$ cat src/rtl/hsv_frame_scheduler.sv
// hsv_frame_scheduler: runs one LED-strip frame through the shared HSV-to-RGB
// converter and streams the indexed RGB results to the LED driver.
//
// Optional feature: define HSV_SCHED_VAL_LIMIT_EN to clamp the latched
// brightness to MAX_VAL. Undefined (default), val passes through unchanged.
//
// Ports:
//   clk_100mhz, rst_n             clock, async active-low reset
//   frame_start                   one-cycle frame request
//   base_hue, hue_step, val       frame parameters, sampled on acceptance
//   busy, frame_done, err         frame status and sticky error flag
//   conv_hue, conv_val,
//   conv_valid_in                 request to the converter
//   conv_rgb, conv_valid_out      fixed-latency result from the converter
//   pix_rgb, pix_idx, pix_valid,
//   pix_ready                     indexed pixel stream to the LED driver
module hsv_frame_scheduler #(
    parameter int unsigned N_LEDS     = 60,
    parameter int unsigned IDX_W      = 10,
    parameter int unsigned FIFO_DEPTH = 8,
    parameter logic [7:0]  MAX_VAL    = 8'd200
) (
    input  logic             clk_100mhz,
    input  logic             rst_n,
    input  logic             frame_start,
    input  logic [8:0]       base_hue,
    input  logic [8:0]       hue_step,
    input  logic [7:0]       val,
    output logic             busy,
    output logic             frame_done,
    output logic             err,
    output logic [8:0]       conv_hue,
    output logic [7:0]       conv_val,
    output logic             conv_valid_in,
    input  logic [23:0]      conv_rgb,
    input  logic             conv_valid_out,
    output logic [23:0]      pix_rgb,
    output logic [IDX_W-1:0] pix_idx,
    output logic             pix_valid,
    input  logic             pix_ready
);

    localparam int unsigned CNT_W = $clog2(N_LEDS + 1);
    localparam int unsigned PTR_W = $clog2(FIFO_DEPTH);
    localparam int unsigned FC_W  = $clog2(FIFO_DEPTH + 1);

    typedef enum logic [1:0] {IDLE, ISSUE, DRAIN} state_t;

    // Fold a hue in 0..719 back into 0..359 with a single subtraction.
    function automatic logic [8:0] hue_mod(input logic [9:0] h);
        return (h >= 10'd360) ? 9'(h - 10'd360) : h[8:0];
    endfunction

    state_t           state;
    logic [8:0]       cur_hue;
    logic [8:0]       step_l;
    logic [7:0]       val_l;
    logic [CNT_W-1:0] issued;
    logic [FC_W-1:0]  in_flight;
    logic [FC_W-1:0]  fifo_count;
    logic [PTR_W-1:0] wr_ptr;
    logic [PTR_W-1:0] rd_ptr;
    logic [23:0]      mem [FIFO_DEPTH];

    logic [8:0]       base_mod;
    logic [8:0]       step_mod;
    logic [7:0]       val_sel;
    logic [8:0]       issue_hue;
    logic [8:0]       issue_step;
    logic [7:0]       issue_val;
    logic [8:0]       next_hue;
    logic             accept;
    logic             credit_ok;
    logic             issue_fire;
    logic             ret_ok;
    logic             push;
    logic             pop;
    logic             last_pix;
    logic [PTR_W-1:0] rd_ptr_nxt;
    logic [FC_W-1:0]  count_nxt;
    logic [23:0]      head_nxt;

`ifdef HSV_SCHED_VAL_LIMIT_EN
    assign val_sel = (val > MAX_VAL) ? MAX_VAL : val;
`else
    logic unused_max_val;
    assign unused_max_val = ^MAX_VAL;
    assign val_sel        = val;
`endif

    // Issue/credit decisions and next FIFO head.
    always_comb begin
        base_mod   = hue_mod({1'b0, base_hue});
        step_mod   = hue_mod({1'b0, hue_step});
        accept     = (state == IDLE) && frame_start;
        // Credits cover both results still in the converter and those queued.
        credit_ok  = ({1'b0, in_flight} + {1'b0, fifo_count}) < (FC_W + 1)'(FIFO_DEPTH);
        issue_fire = credit_ok && (accept || (state == ISSUE));
        // The first request goes out straight from the accepted inputs.
        issue_hue  = accept ? base_mod : cur_hue;
        issue_step = accept ? step_mod : step_l;
        issue_val  = accept ? val_sel  : val_l;
        next_hue   = hue_mod({1'b0, issue_hue} + {1'b0, issue_step});
        ret_ok     = conv_valid_out && (in_flight != '0);
        pop        = pix_valid && pix_ready;
        push       = ret_ok && (fifo_count != FC_W'(FIFO_DEPTH));
        last_pix   = pop && (state != IDLE) && (pix_idx == IDX_W'(N_LEDS - 1));
        rd_ptr_nxt = rd_ptr + PTR_W'(pop);
        count_nxt  = fifo_count + FC_W'(push) - FC_W'(pop);
        // A write landing on the new head slot bypasses the memory.
        head_nxt   = (push && (wr_ptr == rd_ptr_nxt)) ? conv_rgb : mem[rd_ptr_nxt];
    end

    // Result storage; contents need no reset since pointers gate their use.
    always_ff @(posedge clk_100mhz) begin
        if (push) begin
            mem[wr_ptr] <= conv_rgb;
        end
    end

    // Frame FSM, credit counters, FIFO pointers and registered outputs.
    always_ff @(posedge clk_100mhz or negedge rst_n) begin
        if (!rst_n) begin
            state         <= IDLE;
            busy          <= 1'b0;
            frame_done    <= 1'b0;
            err           <= 1'b0;
            conv_hue      <= '0;
            conv_val      <= '0;
            conv_valid_in <= 1'b0;
            pix_rgb       <= '0;
            pix_idx       <= '0;
            pix_valid     <= 1'b0;
            cur_hue       <= '0;
            step_l        <= '0;
            val_l         <= '0;
            issued        <= '0;
            in_flight     <= '0;
            fifo_count    <= '0;
            wr_ptr        <= '0;
            rd_ptr        <= '0;
        end else begin
            frame_done    <= 1'b0;
            conv_valid_in <= issue_fire;
            if (issue_fire) begin
                conv_hue <= issue_hue;
                conv_val <= issue_val;
            end
            in_flight  <= in_flight + FC_W'(issue_fire) - FC_W'(ret_ok);
            fifo_count <= count_nxt;
            rd_ptr     <= rd_ptr_nxt;
            wr_ptr     <= wr_ptr + PTR_W'(push);
            pix_valid  <= (count_nxt != '0);
            pix_rgb    <= head_nxt;
            if (pop) begin
                pix_idx <= last_pix ? '0 : pix_idx + IDX_W'(1);
            end
            // Unexpected results while busy, or FIFO overflow, latch err.
            if ((conv_valid_out && (in_flight == '0) && busy) || (ret_ok && !push)) begin
                err <= 1'b1;
            end

            case (state)
                IDLE: begin
                    if (frame_start) begin
                        val_l   <= val_sel;
                        step_l  <= step_mod;
                        cur_hue <= issue_fire ? next_hue : base_mod;
                        issued  <= CNT_W'(issue_fire);
                        busy    <= 1'b1;
                        state   <= ISSUE;
                    end
                end
                ISSUE: begin
                    if (issue_fire) begin
                        cur_hue <= next_hue;
                        issued  <= issued + CNT_W'(1);
                        if (issued == CNT_W'(N_LEDS - 1)) begin
                            state <= DRAIN;
                        end
                    end
                end
                DRAIN: begin
                    if (last_pix) begin
                        frame_done <= 1'b1;
                        busy       <= 1'b0;
                        state      <= IDLE;
                    end
                end
                default: state <= IDLE;
            endcase
        end
    end

endmodule
$ cat config.mk
export PLATFORM = sky130hd
export DESIGN_NAME = hsv_frame_scheduler
export DESIGN_NICKNAME = d
export VERILOG_FILES = /design/src/rtl/hsv_frame_scheduler.sv
export SDC_FILE = /design/constraint.sdc
export NUM_CORES = 1
export LEC_CHECK = 0
export ABC_AREA = 1
export CAP_MARGIN = 5
export CORE_AREA = 4 4 138 240
export CTS_CLUSTER_DIAMETER = 80
export DETAILED_ROUTE_END_ITERATION = 7
export DIE_AREA = 0 0 142 244
export GPL_TIMING_DRIVEN = 0
export SYNTH_ARGS = -nofsm -noshare
export SYNTH_HDL_FRONTEND = slang
export SYNTH_SLANG_ARGS = --single-unit
$ cat constraint.sdc
create_clock -name clk_100mhz -period 3.5 [get_ports clk_100mhz]
set_input_delay 0.7 -clock clk_100mhz [delete_from_list [all_inputs] [get_ports clk_100mhz]]
set_output_delay 0.7 -clock clk_100mhz [all_outputs]
set_load 0.02 [all_outputs]
# Yosys cells after proc, flatten, opt, wreduce, memory -nomap -nowiden
# Memory sizes are Yosys's and may differ from the RTL's. A register that Yosys moved wholly into a read port is not among the register bits.
# Index checks and enable logic that the tools add are counted.
[word_totals]
register_bits = 80
mem_bits_rw = 192
inputBits = 55
n_memories = 1
[mem_list]
columns = ["memory", "depth", "width", "rd", "rd_ports_with_merged_regs", "write_ports", "line_no", "text"]
rows = [
  ["mem", 8, 24, 1, 1, 1, "63", "logic [23:0] mem [FIFO_DEPTH];"],
]
[op_classes]
addsub = 13
n_lt_le_gt_ge = 4
n_eq_ne = 9
n_mux = 26
n_reduce_logical = 25
[op_table]
columns = ["op", "n"]
rows = [
  ["9-bit two-way mux", 8],
  ["9-bit subtractor (second input constant)", 3],
  ["9-bit >= comparator (second input constant)", 2],
  ["9-bit one-hot mux with 2 select lines", 1],
  ["6-bit two-way mux", 2],
  ["6-bit one-hot mux with 2 select lines", 1],
  ["10-bit by 1-bit adder with 10-bit output (second input constant)", 1],
  ["9-bit by 9-bit adder with 10-bit output", 1],
  ["10-bit by 6-bit == test with 1-bit output (second input constant)", 1],
  ["10-bit by 9-bit >= comparator with 1-bit output (second input constant)", 1],
  ["1-bit logical AND", 10],
  ["10-bit two-way mux", 1],
  ["4-bit by 1-bit adder with 4-bit output", 2],
  ["2-bit two-way mux", 4],
  ["8-bit two-way mux", 1],
  ["4-bit nonzero test", 2],
  ["4-bit by 1-bit subtractor with 4-bit output", 2],
  ["3-bit by 1-bit adder with 3-bit output", 2],
  ["6-bit by 1-bit adder with 6-bit output (second input constant)", 1],
  ["6-bit == test (second input constant)", 1],
  ["1-bit two-way mux", 6],
  ["2-bit inequality test (second input constant)", 3],
  ["2-bit one-hot mux with 3 select lines", 1],
  ["3-bit AND reduction", 2],
  ["14 further kinds", 18],
]

# Logic depth before layout (Yosys ltp)
# Gate-level depths: netlist of run 1.
[depth]
depth_word = 9
mapped_depth = 26
ltp_nobuf = 26

# Worst setup path after synthesis of run 1
# OpenSTA, ideal clock, no wires.
[synth_path]
path_kind = "input to register"
from = "input frame_start"
to = "register cur_hue[7]"
setup_time_ns = 0.116
arrival_time_ns = 3.164
required_time_ns = 3.384
slack_ns = 0.219
cell_stages = 22
path_buffers = 2
cell_sequence = "nand2_1 -> clkbuf_1 -> clkbuf_1 -> nand2_1 -> nand2_1 -> ha_1 -> inv_1 -> fa_1 -> inv_1 -> nand2_1 -> nand2_2 -> nand3_1 -> nand2_1 -> nor2_2 -> nor2_4 -> nand3_2 -> nand2_4 -> nand2_1 -> nand2_1 -> nand3_1 -> nand2_1 -> nand2_1"
[synth_between]
elab_chain_cells = 8
elab_cells_between_ends = 16
classes_between = "add/sub: 2; order compare: 1; eq/ne: 2; mux: 7; reduce/logical: 4"
[synth_rtl]
columns = ["item", "line_no", "text"]
rows = [
  ["start, declared", "25", "input logic frame_start,"],
  ["1-bit logical AND", "95", "accept = (state == IDLE) && frame_start;"],
  ["9-bit two-way mux (on tied branches)", "100, 101", ""],
  ["9-bit by 9-bit adder with 10-bit output", "103", "next_hue = hue_mod({1'b0, issue_hue} + {1'b0, issue_step});"],
  ["9-bit subtractor / 10-bit by 9-bit >= comparator with 1-bit output (equally long branches)", "51", "return (h >= 10'd360) ? 9'(h - 10'd360) : h[8:0];"],
  ["9-bit two-way mux", "51", ""],
  ["9-bit two-way mux", "168", "cur_hue <= issue_fire ? next_hue : base_mod;"],
  ["9-bit two-way mux", "165", "if (frame_start) begin"],
  ["9-bit one-hot mux with 2 select lines", "163", "case (state)"],
  ["end signal, assigned", "168", ""],
  ["end signal, assigned", "176", "cur_hue <= next_hue;"],
  ["end, declared", "55", "logic [8:0] cur_hue;"],
]
# Several ways; a longest one is shown, not always the timed one. The select of a mux whose other input is x is not followed.
# A chain may end at the register's enable or synchronous reset.

# Worst setup path in the final report of run 1
[layout_path]
from = "input base_hue[2]"
to = "register cur_hue[7]"
[layout_between]
elab_chain_cells = 9
elab_cells_between_ends = 12
classes_between = "add/sub: 3; order compare: 2; mux: 7"
[layout_rtl]
columns = ["item", "line_no", "text"]
rows = [
  ["start, declared", "26", "input logic [8:0] base_hue,"],
  ["9-bit subtractor / 9-bit >= comparator (equally long branches)", "51", ""],
  ["9-bit two-way mux (*)", "51", ""],
  ["9-bit two-way mux (*)", "100", "issue_hue = accept ? base_mod : cur_hue;"],
  ["named net issue_hue[3]", "68", "logic [8:0] issue_hue;"],
  ["9-bit by 9-bit adder with 10-bit output (*)", "103", ""],
  ["9-bit subtractor / 10-bit by 9-bit >= comparator with 1-bit output (equally long branches)", "51", ""],
  ["9-bit two-way mux (*)", "51", ""],
  ["9-bit two-way mux", "168", ""],
  ["9-bit two-way mux", "165", ""],
  ["9-bit one-hot mux with 2 select lines (*)", "163", ""],
]
# Mark *: on every way through the listed nets, which the timed path passes. The rest lies on a longest branch. The select of a mux whose other input is x is not followed.

==> results of run 1 <==
-- final cells by class --
class	instances	area share
buffer	53	0.0166
clock buffer	45	0.0547
clock inverter	8	0.00750
inverter	91	0.0213
multi-input combinational	789	0.266
sequential	296	0.522
tap	396	0.0309
timing repair buffer	129	0.0805
-- cells by family (layout without fill, tap and decap cells) --
group           after synthesis  after routing  synth area share
flops                       296            296             0.645
buf+inv                     144            326            0.0442
fa+ha+maj                    34             34            0.0345
compound gates              195            195            0.0953
simple gates                547            547             0.171
xor+xnor                     13             13           0.00936
-- metal layers --
metal | global-route usage | part of all wire | up-vias
met4 | 0.0732 | 0.035 | 0
met2 | 0.391 | 0.57 | 267
met5 | 0 | 0 | -
met1 | 0.201 | 0.35 | 4572
li1 | - | - | 4542
met3 | 0.0233 | 0.044 | 70
-- worst max-delay path, delay by kind of cell --
family                   cells  cell delay, ps
AO/OA/AOI/OAI                3             710
AND/OR/NAND/NOR             12            1220
XOR/XNOR                     1             190
buffers and inverters        3             710
adder cells (fa/ha/maj)      1             270
-- sequential cells by signal, indices dropped and copies added (netlist names), 8 cells and up --
name and cells:
conv_hue 9, conv_val 8, cur_hue 9, mem 192, pix_idx 10, pix_rgb 24, step_l 9, val_l 8
-- stage by stage --
step                      utilization  std cells  hold slack, ps
after floorplan                     -       1229             404
after global placement          0.465       1735             451
after detailed placement        0.468       1736             457
after CTS                       0.506       1800            78.6
after global routing            0.512       1807             116
final                           0.512       1807            83.4
-- layout by cell type (no fill, tap or decap), types with 4 or more instances in the layout --
master             n
nand2_1          252
nor2_1           198
edfxtp_1         192
dfrtp_1          103
clkdlybuf4s50_1   96
inv_1             79
o21ai_0           77
o32ai_1           48
nand3_1           42
clkbuf_1          32
clkbuf_16         29
a31oi_1           25
ha_1              24
buf_4             21
a21oi_1           20
buf_2             15
nand2_2           12
inv_2             11
dlymetal6s2s_1    11
nor2_4            10
clkbuf_8           9
o21ai_1            7
xor2_1             6
nor3_1             6
nor2_2             6
xnor2_1            5
ha_4               5
nand4_1            4
buf_6              4
buf_1              4
-- power groups by stage --
stage	sequential, mW	combinational, mW	clock (mW)
finish	4.98	8.20	3.23
global route	5.06	9.13	3.42
CTS	4.99	8.09	3.29
detailed placement	5.04	7.75	0
global placement	5.05	7.61	0
floorplan	5.29	4.77	0
-- what timing repair did --
action                                  4_1_cts  5_1_grt
buffers inserted                             11        7
pin swaps                                    13       16
endpoints found under the setup margin        6        6
resized for setup                            36       46
-- final timing paths --
path                                      start                 endpoint  slack, ps  depth (start not counted)
max                                 base_hue[2]   cur_hue[7]$_DFFE_PN0P_        130                         20
min                                       rst_n  conv_val[2]$_DFFE_PN0P_         80                          1
max reg2reg                state[1]$_DFFE_PN0P_   cur_hue[7]$_DFFE_PN0P_        320                         23
min reg2reg                     err$_DFFE_PN0P_          err$_DFFE_PN0P_        470                          2
max in group asynchronous                 rst_n     pix_rgb[9]$_DFF_PN0_       2750                          2
min in group clk_100mhz         err$_DFFE_PN0P_          err$_DFFE_PN0P_        470                          2
==> results.cfg, run 1 <==
[place]
place.gp.congestion = 0.863
hpwl_um = 23500
pre_cts_ws_ps = -1020
io_buffers = 110
dpl_cell_area_sq_um = 14700

[die]
core-area_sq_um = 31300
die_height_um = 244
num_rows = 86
dieArea_sq_um = 34600
ios = 111
start_util = 0.414
chipWidth_um = 142

[power]
p_int_mw = 9.54
switchingPower_mw = 6.87
leakage_nw = 6.52
switching_share = 0.419
power_density_nw_per_um2 = 1020
total_power_mw = 16.4
ir_worst_vdd_uv = 495
power_frac_comb = 0.500
p_seq_frac = 0.303
p_clk_frac = 0.197

[timing]
finalSetupTns_ps = 0
min_period_ps = 3370
tightest_slew_ps = 964
finalSetupViolations = 0
worst_slack_ps = 127
post-route-period-util = 0.964
slew_headroom = 0.356
drv_slew = 0
skew_ps = 10.4
fmax_mhz = 296
final_hold_viol_count = 0

[worst_setup_path]
critPathKind = primary input to flop
cp_data_arrival_time_ps = 3820
path_cells = clkdlybuf4s50_1 > inv_1 > nand3_1 > o21ai_2 > nand2_2 > xor2_2 > o21ai_2 > ha_4 > or2_4 > nand3_2 > nand2_1 > nand2_1 > nand2_2 > a21oi_4 > nand2_4 > buf_4 > nand3_1 > nand3_1 > nand2_1 > nand2_1
worst_path_max_delay_cell = clkdlybuf4s50_1
slowest_delay_ps = 440
critPathMostFrequentCell = nand2_1
end_kind = flop
required_ps = 3950
worstPathMaxFanout = 6
startpoint_type = primary input

[global_routing]
grt.total_usage = 0.196
grt_max_degree = 57
grt_pass1_vias = 9677
grt_pass1_wl_um = 52700
antenna_found_initial = 0
globalRoute.totalOverflow = 0

[route]
drt_iter0_drc = 587
dr.pass1.iters = 5
wirelength_um = 34400
antenna_left = 0
wl_per_cell_um = 19.0
viasPerCell = 5.23
num_vias = 9451
drc_errors = 0

[yosys]
syn_area_sq_um = 13000
synth_nets = 1318
ys_warn_count = 0
syn-mean-instance-area_sq_um = 10.6
synth_area_leaders = edfxtp_1, dfrtp_1, nand2_1, nor2_1, o21ai_0
synth_top_cell_by_area = edfxtp_1
yosysSeqAreaShare = 0.645
async_reset_ff_frac = 0.351
synth_most_common_cell = nand2_1
ys_ff_latch = 296
synthTopCellsByCount = nand2_1, nor2_1, edfxtp_1, dfrtp_1, inv_1
synthFlopType = edfxtp_1
synthCells = 1229
synthDistinctLibCells = 46
synth_edf_count = 192
netlist.area_leader.share = 0.445

[clock_network]
root_buffer = clkbuf_16
cts_sinks = 296
clkTransAtPathRegs_ps = 60
postCtsHoldBufs = 0
worstSkewPairLatency_ps = 560
clk_path_buf_depth = 3
cts_tree = built
cts_buffers = 29
htreeDepth = 1

[min_path]
hold_path_class = primary input to async pin

[layout]
multi_input_area_sq_um = 4270
area_delta_synth_final_pct = 23.6
seq_area_sq_um = 8370
n_fill_cell = 2784
n_antenna_cell = 0
fin_nets = 1478
fin_area_sq_um = 16000
drive_gt1_frac = 0.114

[flow_run]
drv_cap = 0

[run_status]
status = finished clean
Power figures use the tool's default switching activity.
==> inputs of run 2 (changes only) <==
TNS_END_PERCENT = 5   (was unset)
clock period = 3.8 ns   (was 3.5 ns; I/O delays follow)
==> results.cfg, run 2 (synthesized netlist as in run 1, its figures left out) <==
[timing]
finalSetupViolations = 0
post-route-period-util = 0.941
tightest_slew_ps = 960
final_hold_viol_count = 0
drv_slew = 0
skew_ps = 10.1
fmax_mhz = 280
min_period_ps = 3580
slew_headroom = 0.358

[clock_network]
cts_tree = built
clk_path_buf_depth = 3
cts_sinks = 296
clkTransAtPathRegs_ps = 60
cts_buffers = 29
htreeDepth = 1
root_buffer = clkbuf_16
postCtsHoldBufs = 0
worstSkewPairLatency_ps = 550

[worst_setup_path]
critPathKind = primary input to flop
startpoint_type = primary input
end_kind = flop
reg2reg_depth = 23
worstPathMaxFanout = 5
required_ps = 4240
cp_data_arrival_time_ps = 4020

[place]
hpwl_um = 23500
place.gp.congestion = 0.863
io_buffers = 110

[flow_run]
drv_cap = 0

[global_routing]
antenna_found_initial = 0
grt_max_degree = 57
grt_pass1_vias = 9581
grt_pass1_wl_um = 52300
grt.total_usage = 0.194
globalRoute.totalOverflow = 0

[layout]
layout_common_cells = nand2_1, nor2_1, edfxtp_1, clkdlybuf4s50_1, dfrtp_1
n_antenna_cell = 0
final_common_cell = nand2_1
area_delta_synth_final_pct = 22.1
largest_reg_flops = 192
postLayoutCoreUtil = 0.506
drive_gt1_frac = 0.0951
reg.largest.list = mem (192), pix_rgb (24), pix_idx (10)
top_register = mem
fin_nets = 1465

[power]
leakage_nw = 6.37
total_power_mw = 15.0
power_density_nw_per_um2 = 945
ir_worst_vdd_uv = 454

[route]
antenna_left = 0
wirelength_um = 34100
drc_errors = 0
num_vias = 9411
dr.pass1.iters = 5
viasPerCell = 5.25
wl_per_cell_um = 19.0
drt_iter0_drc = 595

[die]
chipWidth_um = 142
num_rows = 86
core-area_sq_um = 31300
start_util = 0.414
ios = 111
die_height_um = 244
dieArea_sq_um = 34600

[min_path]
hold_path_class = primary input to async pin

[run_status]
status = finished clean
-- run 2: changes by cell type in the layout (fill, tap and decap cells not counted), moves of 3 or more --
cell,previous run,this run
buf_4,21,8
clkdlybuf4s50_1,96,106
dlymetal6s2s_1,11,3
inv_1,79,85
inv_2,11,5
ha_1,24,27
ha_4,5,2
nor2_2,6,3
-- run 2: timing repair --
| action | CTS | global route |
|---|---|---|
| setup buffers | 0 | 4 |
| pin swaps | 0 | 15 |
| gates cloned | 0 | 1 |
| gates resized for setup | 4 | 40 |
| setup endpoints to repair | 6 | 6 |
-- run 2: metal layers --
metal	track usage	share of wire
met1	0.201	0.34
met3	0.0229	0.044
met5	0	0
met2	0.389	0.58
met4	0.0692	0.029
-- run 2: stage by stage --
| step | instance area, sq um | worst slack [ps] | std cells | setup TNS (ps) | hold WS [ps] |
|---|---|---|---|---|---|
| finish | 15800 | 223 | 1794 | 0 | 144 |
| global route | 15800 | -13.9 | 1794 | -13.9 | 176 |
| CTS | 15700 | 14.4 | 1789 | 0 | 139 |
| detailed placement | 14700 | -778 | 1736 | -4720 | 457 |
| global placement | 14600 | -2400 | 1735 | -360780 | 451 |
| floorplan | 13000 | 459 | 1229 | 0 | 441 |
-- run 2: final cells by class --
type | count | area (sq um)
buffer | 53 | 245
clock buffer | 45 | 876
clock inverter | 8 | 120
fill | 2800 | 15500
inverter | 91 | 342
multi-input combinational | 790 | 4220
sequential | 296 | 8370
tap | 396 | 495
timing repair buffer | 115 | 1170
-- run 2: worst paths after layout --
| kind | start | endpoint | slack, ps |
|---|---|---|---|
| worst max-delay path | base_hue[4] | cur_hue[3]$_DFFE_PN0P_ | 220 |
| worst min-delay path | rst_n | conv_val[2]$_DFFE_PN0P_ | 140 |
| worst max register to register | state[1]$_DFFE_PN0P_ | cur_hue[3]$_DFFE_PN0P_ | 410 |
| worst min register to register | err$_DFFE_PN0P_ | err$_DFFE_PN0P_ | 470 |
| max in group asynchronous | rst_n | pix_rgb[9]$_DFF_PN0_ | 2990 |
| min in group clk_100mhz | err$_DFFE_PN0P_ | err$_DFFE_PN0P_ | 470 |
-- run 2: critical path, stage by stage --
cell and delay (ps):
clkdlybuf4s50_1 460, inv_1 100, ha_2 210, nor2_1 50
nor2_1 150, o21ai_2 120, nand3_1 110, nand2_1 70
o21ai_2 250, inv_1 80, ha_1 380, nand2_1 110
inv_1 50, a21oi_2 150, nand2_1 90, nand2_1 80
nand2_2 90, a21oi_4 240, nand2_4 90, buf_4 140
nand2_1 50, nand3_1 60, nand2_1 60, nand2_1 40
-- run 2: power breakdown --
group	internal (mW)	switching, mW	total [mW]
registers	4.28	0.303	4.59
logic	2.57	4.82	7.39
clock network	1.78	1.19	2.97
==> inputs of run 3 (changes only) <==
PLACE_DENSITY = 0.68   (was unset)
==> results.cfg, run 3 (synthesized netlist as in run 1, its figures left out) <==
[worst_setup_path]
end_kind = flop
path_cells = clkdlybuf4s50_1 > inv_1 > ha_2 > nor2_2 > nor2_2 > o21ai_2 > nand2_2 > xor2_2 > o21ai_2 > ha_4 > or2_4 > nand3b_2 > nand2_1 > nand2_1 > nand2_2 > nor2_2 > nand3_2 > buf_4 > nand3_1 > nand3_1 > nand2_1 > nand2_1
required_ps = 4230
startpoint_type = primary input
worst-path-buf-inv = 3
cp_data_arrival_time_ps = 4020
critPathKind = primary input to flop
slowest_delay_ps = 540
critPathMostFrequentCell = nand2_1
path_delay_family = simple AND/OR/NAND/NOR gates
worst_path_max_delay_cell = clkdlybuf4s50_1
worstPathMaxFanout = 6

[route]
drc_errors = 0
dr.pass1.iters = 5
num_vias = 9423
wirelength_um = 33600
antenna_left = 0
wl_per_cell_um = 18.8
viasPerCell = 5.26
drt_iter0_drc = 632

[power]
leakage_nw = 6.29
total_power_mw = 14.6
ir_worst_vdd_uv = 482
switchingPower_mw = 6.30
switching_share = 0.430
p_int_mw = 8.34
p_seq_frac = 0.313
power_frac_comb = 0.503
power_density_nw_per_um2 = 932
p_clk_frac = 0.184

[timing]
holdWs_ps = 245
finalSetupViolations = 0
drv_slew = 0
min_period_ps = 3580
post-route-period-util = 0.943
skew_ps = 8.36
worst_slack_ps = 218
finalSetupTns_ps = 0
final_hold_viol_count = 0
fmax_mhz = 279
tightest_slew_ps = 949
slew_headroom = 0.366

[layout]
layout_common_cells = nand2_1, nor2_1, edfxtp_1, clkdlybuf4s50_1, dfrtp_1
area_delta_synth_final_pct = 21.1
instances_no_fill = 1790
reg.largest.list = mem (192), pix_rgb (24), pix_idx (10)
n_fill_cell = 2805
top_register = mem
n_antenna_cell = 0
fin_nets = 1464
fin_area_sq_um = 15700
postLayoutCoreUtil = 0.502
largest_reg_flops = 192
drive_gt1_frac = 0.0961
final_common_cell = nand2_1

[clock_network]
clkTransAtPathRegs_ps = 70
htreeDepth = 1
root_buffer = clkbuf_16
cts_tree = built
clk_path_buf_depth = 3
cts_buffers = 27
postCtsHoldBufs = 0
cts_sinks = 296
worstSkewPairLatency_ps = 540

[place]
io_buffers = 110
place.gp.congestion = 0.890
hpwl_um = 23100
dp.cells = 1736
pre_cts_ws_ps = -711
dpl_cell_area_sq_um = 14700

[global_routing]
grt_pass1_vias = 9603
globalRoute.totalOverflow = 0
grt.total_usage = 0.190
grt_max_degree = 55
antenna_found_initial = 0
grt_pass1_wl_um = 51500

[die]
num_rows = 86
start_util = 0.414
core-area_sq_um = 31300
die_height_um = 244
ios = 111
chipWidth_um = 142
dieArea_sq_um = 34600

[min_path]
hold_path_class = primary input to async pin

[run_status]
status = finished clean

[flow_run]
drv_cap = 0
[run 3: final timing paths]
path / from / slack (ps) / endpoint / cells after the start
max reg2reg: state[1]$_DFFE_PN0P_ / 430 / cur_hue[3]$_DFFE_PN0P_ / 23
max: base_hue[4] / 220 / cur_hue[3]$_DFFE_PN0P_ / 22
min reg2reg: conv_val[2]$_DFFE_PN0P_ / 470 / conv_val[2]$_DFFE_PN0P_ / 2
max in group asynchronous: rst_n / 2830 / pix_rgb[9]$_DFF_PN0_ / 2
min in group clk_100mhz: conv_val[2]$_DFFE_PN0P_ / 470 / conv_val[2]$_DFFE_PN0P_ / 2
min: rst_n / 250 / conv_val[1]$_DFFE_PN0P_ / 1
[run 3: area by class of cell]
type / instances / area, sq um / area share
inverter: 91 / 342 / 0.0217
clock inverter: 14 / 135 / 0.00860
buffer: 53 / 245 / 0.0156
tap: 396 / 495 / 0.0315
sequential: 296 / 8370 / 0.533
timing repair buffer: 116 / 1170 / 0.0744
clock buffer: 34 / 732 / 0.0466
multi-input combinational: 790 / 4220 / 0.269
[run 3: power by group through the flow]
stage / sequential, mW / combinational [mW] / clock (mW)
after CTS: 4.58 / 7.13 / 2.75
after detailed placement: 4.64 / 7.08 / 0
after global routing: 4.66 / 8.11 / 2.86
after global placement: 4.64 / 6.91 / 0
after floorplan: 4.87 / 4.39 / 0
final: 4.59 / 7.36 / 2.69
[run 3: layer usage]
metal / wire length (um) / vias to the layer above / share of wire / global-route usage
li1: - / 4518 / - / -
met1: 11800 / 4551 / 0.35 / 0.194
met2: 19200 / 281 / 0.57 / 0.384
met3: 1510 / 73 / 0.045 / 0.0211
met4: 1090 / 0 / 0.032 / 0.0701
met5: 0 / - / 0 / 0
[run 3: repair_timing]
action	4_1_cts	5_1_grt
buffers inserted	0	5
pin swaps	0	15
cloned	0	1
resized for setup	2	40
endpoints found under the setup margin	6	6
==> RTL change 1 (config.mk and constraints of run 2) <==
The option `HSV_SCHED_VAL_LIMIT_EN` is turned on by a define.
--- a/src/rtl/hsv_frame_scheduler.sv
+++ b/src/rtl/hsv_frame_scheduler.sv
@@ -14,6 +14,8 @@
 //   conv_rgb, conv_valid_out      fixed-latency result from the converter
 //   pix_rgb, pix_idx, pix_valid,
 //   pix_ready                     indexed pixel stream to the LED driver
+`define HSV_SCHED_VAL_LIMIT_EN
+
 module hsv_frame_scheduler #(
     parameter int unsigned N_LEDS     = 60,
     parameter int unsigned IDX_W      = 10,
Function: changed (a bounded check fails within 4 cycles, from zero or initial values and one cycle with rst_n low).
==> RTL change 1 against run 2 <==
- setup slack got worse by 0.0099 ns
- cell area about the same
- routed wire length decreased by 0.80%
- area after synthesis increased by 0.41%
- die area unchanged
- sequential cell count unchanged
- power decreased by 0.46%
- sequential share of layout area about the same
- largest power group unchanged
- highest routed layer unchanged
==> RTL change 1: results (changes against run 2) <==
<table>
<tr><th>Metric</th><th>Value</th></tr>
<tr><th colspan="2">Placement</th></tr>
<tr><td>Final weighted congestion in routability-driven placement</td><td>0.8256 (-4.3%)</td></tr>
<tr><td>Worst setup slack after placement</td><td>-0.8802 ns (-0.1021 ns)</td></tr>
<tr><td>Detailed Place HPWL</td><td>22890 um (-2.7%)</td></tr>
<tr><th colspan="2">STA</th></tr>
<tr><td>Worst Skew</td><td>0.01644 ns (+0.006375 ns)</td></tr>
<tr><td>Maximum operating frequency</td><td>278.8 MHz (-0.28%)</td></tr>
<tr><td>Worst hold slack across all endpoints</td><td>0.02042 ns (-0.1233 ns)</td></tr>
<tr><th colspan="2">Routing</th></tr>
<tr><td>Via count of the routed design</td><td>9408 (-0.032%)</td></tr>
<tr><td>Met3 WL post-DR</td><td>1555 um (+3.1%)</td></tr>
<tr><td>Count of routing violations after the opening detailed-route iteration</td><td>552 (-7.2%)</td></tr>
<tr><th colspan="2">Status</th></tr>
<tr><td>Status</td><td>finished clean</td></tr>
<tr><th colspan="2">Synthesis</th></tr>
<tr><td>Cell types with the largest area share after synthesis</td><td>sky130_fd_sc_hd__edfxtp_1, sky130_fd_sc_hd__dfrtp_1, sky130_fd_sc_hd__nand2_1</td></tr>
<tr><td>Number of cells produced by synthesis</td><td>1232 (+0.24%)</td></tr>
<tr><td>Sequential cell area fraction in the yosys report</td><td>64.25% (-0.27 points)</td></tr>
<tr><th colspan="2">Pwr</th></tr>
<tr><td>Proportion of power drawn by combinational gates</td><td>50.5% (+1.1 points)</td></tr>
<tr><td>Static leakage power</td><td>6.356 nW (-0.22%)</td></tr>
<tr><td>Part of the total power dissipated in sequential elements</td><td>30.8% (about the same)</td></tr>
<tr><td>Sw Ratio</td><td>43.14% (+0.86 points)</td></tr>
<tr><th colspan="2">Clock tree</th></tr>
<tr><td>Number of buffers created by CTS</td><td>28 (-3.4%)</td></tr>
<tr><td>Resized cells post-CTS</td><td>11 (+7)</td></tr>
<tr><td>Post-CTS Repair Setup Buffers</td><td>4 (+4)</td></tr>
<tr><th colspan="2">Global routing</th></tr>
<tr><td>Met3 Use GR</td><td>2.602% (+0.31 points)</td></tr>
<tr><td>Met1 global-route usage</td><td>20.82% (+0.77 points)</td></tr>
<tr><td>Met2 track utilization from global routing</td><td>36.44% (-2.5 points)</td></tr>
<tr><th colspan="2">Finish</th></tr>
<tr><td>NumNets Final</td><td>1469 (+0.27%)</td></tr>
<tr><td>Fraction of final layout cells sized beyond drive strength 1</td><td>10.42% (+0.91 points)</td></tr>
<tr><th colspan="2">Worst setup path</th></tr>
<tr><td>Maximum cell stage delay along the critical path</td><td>0.48 ns (+0.02 ns)</td></tr>
<tr><td>Worst path arrival time</td><td>4.03 ns (about the same)</td></tr>
</table>
## RTL change 1: cell types whose count changed in the layout (fill, tap and decap cells not counted), moves of 3 or more
cell / change
sky130_fd_sc_hd__clkinv_4: +3
sky130_fd_sc_hd__clkbuf_8: -4
sky130_fd_sc_hd__nor2_2: +4
sky130_fd_sc_hd__o21ai_1: +3
sky130_fd_sc_hd__nand3_1: -16
sky130_fd_sc_hd__a21oi_2: +3
sky130_fd_sc_hd__o21ai_2: +4
sky130_fd_sc_hd__nor2_4: -3
sky130_fd_sc_hd__nand2_1: -10
sky130_fd_sc_hd__or2_2: +3
sky130_fd_sc_hd__nor2_1: +7
## RTL change 1: how the worst max path moves through the flow
stage | startpoint | end
3_5_place_dp | frame_start | cur_hue[3]$_DFFE_PN0P_
5_1_grt | hue_step[4] | cur_hue[3]$_DFFE_PN0P_
2_1_floorplan | base_hue[3] | cur_hue[3]$_DFFE_PN0P_
6_report | base_hue[1] | cur_hue[3]$_DFFE_PN0P_
3_3_place_gp | rst_n | pix_rgb[13]$_DFF_PN0_
4_1_cts | base_hue[3] | cur_hue[3]$_DFFE_PN0P_
## RTL change 1: final cells by class
type	count	area [um^2]
Buffer	52	255.2
Timing Repair Buffer	118	1190
Tap cell	396	495.5
Sequential cell	296	8368
Clock buffer	39	803.3
Inverter	93	351.6
Multi-Input combinational cell	791	4264
Fill cell	2797	15480
Clock inverter	12	103.9
## RTL change 1: logic make-up (layout without fill, tap and decap cells)
kind of cell             after synthesis  after routing  share of synthesized area [%]
XOR/XNOR                              14             14                         0.9992
buffers and inverters                145            314                          4.544
AND/OR/NAND/NOR                      532            532                          16.48
AO/OA/AOI/OAI                        211            211                          10.29
flip-flops                           296            296                          64.25
adder cells (fa/ha/maj)               34             34                          3.439
==> RTL change 2 (flow settings as in run 2) <==
Without the edit above. The 3 states of `state_t` get a one-hot encoding in 3 bits.
--- a/src/rtl/hsv_frame_scheduler.sv
+++ b/src/rtl/hsv_frame_scheduler.sv
@@ -44,7 +44,7 @@
     localparam int unsigned PTR_W = $clog2(FIFO_DEPTH);
     localparam int unsigned FC_W  = $clog2(FIFO_DEPTH + 1);
 
-    typedef enum logic [1:0] {IDLE, ISSUE, DRAIN} state_t;
+    typedef enum logic [2:0] {IDLE = 3'b001, ISSUE = 3'b010, DRAIN = 3'b100} state_t;
 
     // Fold a hue in 0..719 back into 0..359 with a single subtraction.
     function automatic logic [8:0] hue_mod(input logic [9:0] h);
Formal check against the unedited RTL: no difference found for any inputs over 4 cycles, from zero or initial values and one cycle with rst_n low; so few cycles prove little.
==> RTL change 2 against run 2 <==
- global-route usage increased by 0.18 points
- worst hold slack got worse by 0.11 ns
- setup slack got worse by 0.074 ns
- sequential power increased by 2%
- power increased by 2.1%
- area after synthesis increased by 0.13%
- cell area increased by 0.31%
- final cell count decreased by 0.84%
- first-iteration DRC count decreased by 11%
- routed wire length increased by 0.24%
- sequential cell count increased by 1
==> RTL change 2: results (changes against run 2) <==
<table>
<tr><th>Metric</th><th>Value</th></tr>
<tr><th colspan="2">Pwr</th></tr>
<tr><td>Part of the total power dissipated in sequential elements</td><td>30.5% (-0.2 points)</td></tr>
<tr><td>Net switching power</td><td>6.491 mW (+2.7%)</td></tr>
<tr><td>Static leakage power</td><td>6.293 nW (-1.2%)</td></tr>
<tr><th colspan="2">Routing</th></tr>
<tr><td>Via count of the routed design</td><td>9357 (-0.57%)</td></tr>
<tr><td>DR pass1 iterations</td><td>6 (+1)</td></tr>
<tr><td>Routed metal-1 wire length</td><td>12030 um (+2.4%)</td></tr>
<tr><th colspan="2">Placement</th></tr>
<tr><td>Detailed Place HPWL</td><td>23470 um (-0.28%)</td></tr>
<tr><td>Post-placement cell area</td><td>0.01469 mm^2 (+0.25%)</td></tr>
<tr><td>Instance count after placement with tap cells included</td><td>1724 (-0.69%)</td></tr>
<tr><th colspan="2">Synthesis</th></tr>
<tr><td>Adder and majority cell fraction of the synthesized area</td><td>3.449% (-0.0043 points)</td></tr>
<tr><td>FFs w/ async S/R, synth</td><td>35.35% (+0.22 points)</td></tr>
<tr><td>Sequential cell area fraction in the yosys report</td><td>64.64% (+0.12 points)</td></tr>
<tr><td>Mean cell area of the mapped netlist</td><td>10.68 um^2 (+1.2%)</td></tr>
<tr><td>Most frequent cells after synthesis</td><td>sky130_fd_sc_hd__nor2_1, sky130_fd_sc_hd__nand2_1, sky130_fd_sc_hd__edfxtp_1</td></tr>
<tr><td>Proportion of netlist area held by the largest area contributor</td><td>44.40% (-0.056 points)</td></tr>
<tr><td>Cell types with the largest area share after synthesis</td><td>sky130_fd_sc_hd__edfxtp_1, sky130_fd_sc_hd__dfrtp_1, sky130_fd_sc_hd__nor2_1</td></tr>
<tr><th colspan="2">Status</th></tr>
<tr><td>Status</td><td>finished clean</td></tr>
<tr><th colspan="2">Global routing</th></tr>
<tr><td>Wire length of the first global-routing pass</td><td>52810 um (+1.0%)</td></tr>
<tr><td>Met3 Use GR</td><td>2.387% (+0.098 points)</td></tr>
<tr><td>Met1 global-route usage</td><td>20.44% (+0.39 points)</td></tr>
<tr><th colspan="2">STA</th></tr>
<tr><td>Worst Skew</td><td>0.01374 ns (+0.003680 ns)</td></tr>
<tr><td>Slew at the pin closest to its max-slew limit</td><td>0.9824 ns (+0.02203 ns)</td></tr>
<tr><th colspan="2">Finish</th></tr>
<tr><td>Fraction of final layout cells sized beyond drive strength 1</td><td>8.460% (-1.1 points)</td></tr>
<tr><td>NumNets Final</td><td>1451 (-0.96%)</td></tr>
<tr><th colspan="2">Clock tree</th></tr>
<tr><td>Number of buffers created by CTS</td><td>28 (-3.4%)</td></tr>
<tr><th colspan="2">Worst setup path</th></tr>
<tr><td>Worst path arrival time</td><td>4.11 ns (+0.09 ns)</td></tr>
</table>
[RTL change 2: cell types whose count changed in the layout (fill, tap and decap cells not counted), moves of 4 or more]
cell / before / now
sky130_fd_sc_hd__clkbuf_1: 34 / 39
sky130_fd_sc_hd__inv_1: 85 / 79
sky130_fd_sc_hd__a21oi_1: 20 / 15
sky130_fd_sc_hd__buf_2: 15 / 10
sky130_fd_sc_hd__xor2_1: 6 / 10
sky130_fd_sc_hd__nor2_1: 199 / 211
sky130_fd_sc_hd__nand3b_1: 0 / 4
sky130_fd_sc_hd__nand3_1: 42 / 28
sky130_fd_sc_hd__nand2_2: 13 / 5
sky130_fd_sc_hd__nand2_1: 253 / 215
sky130_fd_sc_hd__clkinv_2: 2 / 6
sky130_fd_sc_hd__nand2b_1: 0 / 23
sky130_fd_sc_hd__a31oi_1: 25 / 36
sky130_fd_sc_hd__clkbuf_8: 9 / 2
[RTL change 2: worst max-delay path: cells and delay by family]
kind,cells,cell delay [ns]
AND/OR/NAND/NOR,17,1.90
buffers and inverters,3,0.74
adder cells (fa/ha/maj),2,0.50
AO/OA/AOI/OAI,2,0.19
[RTL change 2: kinds of logic (layout without fill, tap and decap cells)]
logic type / after synthesis / after routing
buffers and inverters: 136 / 303
DFF: 297 / 297
xor gates and xnor gates: 18 / 18
and+or+nand+nor: 526 / 526
AOI/OAI and AO/OA: 204 / 204
adders and majority gates: 34 / 34
muxes: 1 / 1
[RTL change 2: timing repair]
item                                    CTS  global route
setup buffers                             1             3
endpoints found under the setup margin    6             6
resized for setup                        17            40
hold buffers                              0             0
pin swaps                                 1             9
[RTL change 2: area by class of cell]
| class | count | area, um^2 |
|---|---|---|
| Fill cell | 2748 | 15430 |
| Sequential cell | 297 | 8394 |
| Multi-Input combinational cell | 783 | 4302 |
| Timing Repair Buffer | 116 | 1185 |
| Clock buffer | 35 | 768.2 |
| Tap cell | 396 | 495.5 |
| Inverter | 82 | 307.8 |
| Buffer | 54 | 226.5 |
| Clock inverter | 16 | 200.2 |
[RTL change 2: final timing paths]
path                                        start                endpoint  slack (ns)  cells after the start
min in group clk_100mhz    cur_hue[7]$_DFFE_PN0P_  cur_hue[7]$_DFFE_PN0P_        0.48                      2
hold reg to reg            cur_hue[7]$_DFFE_PN0P_  cur_hue[7]$_DFFE_PN0P_        0.48                      2
setup / recovery                      hue_step[4]  cur_hue[6]$_DFFE_PN0P_        0.15                     24
setup reg to reg             state[0]$_DFFE_PN1P_  cur_hue[7]$_DFFE_PN0P_        0.28                     24
max in group asynchronous                   rst_n    val_l[5]$_DFFE_PN0P_        3.01                      2
hold / removal                              rst_n   pix_rgb[21]$_DFF_PN0_        0.03                      1
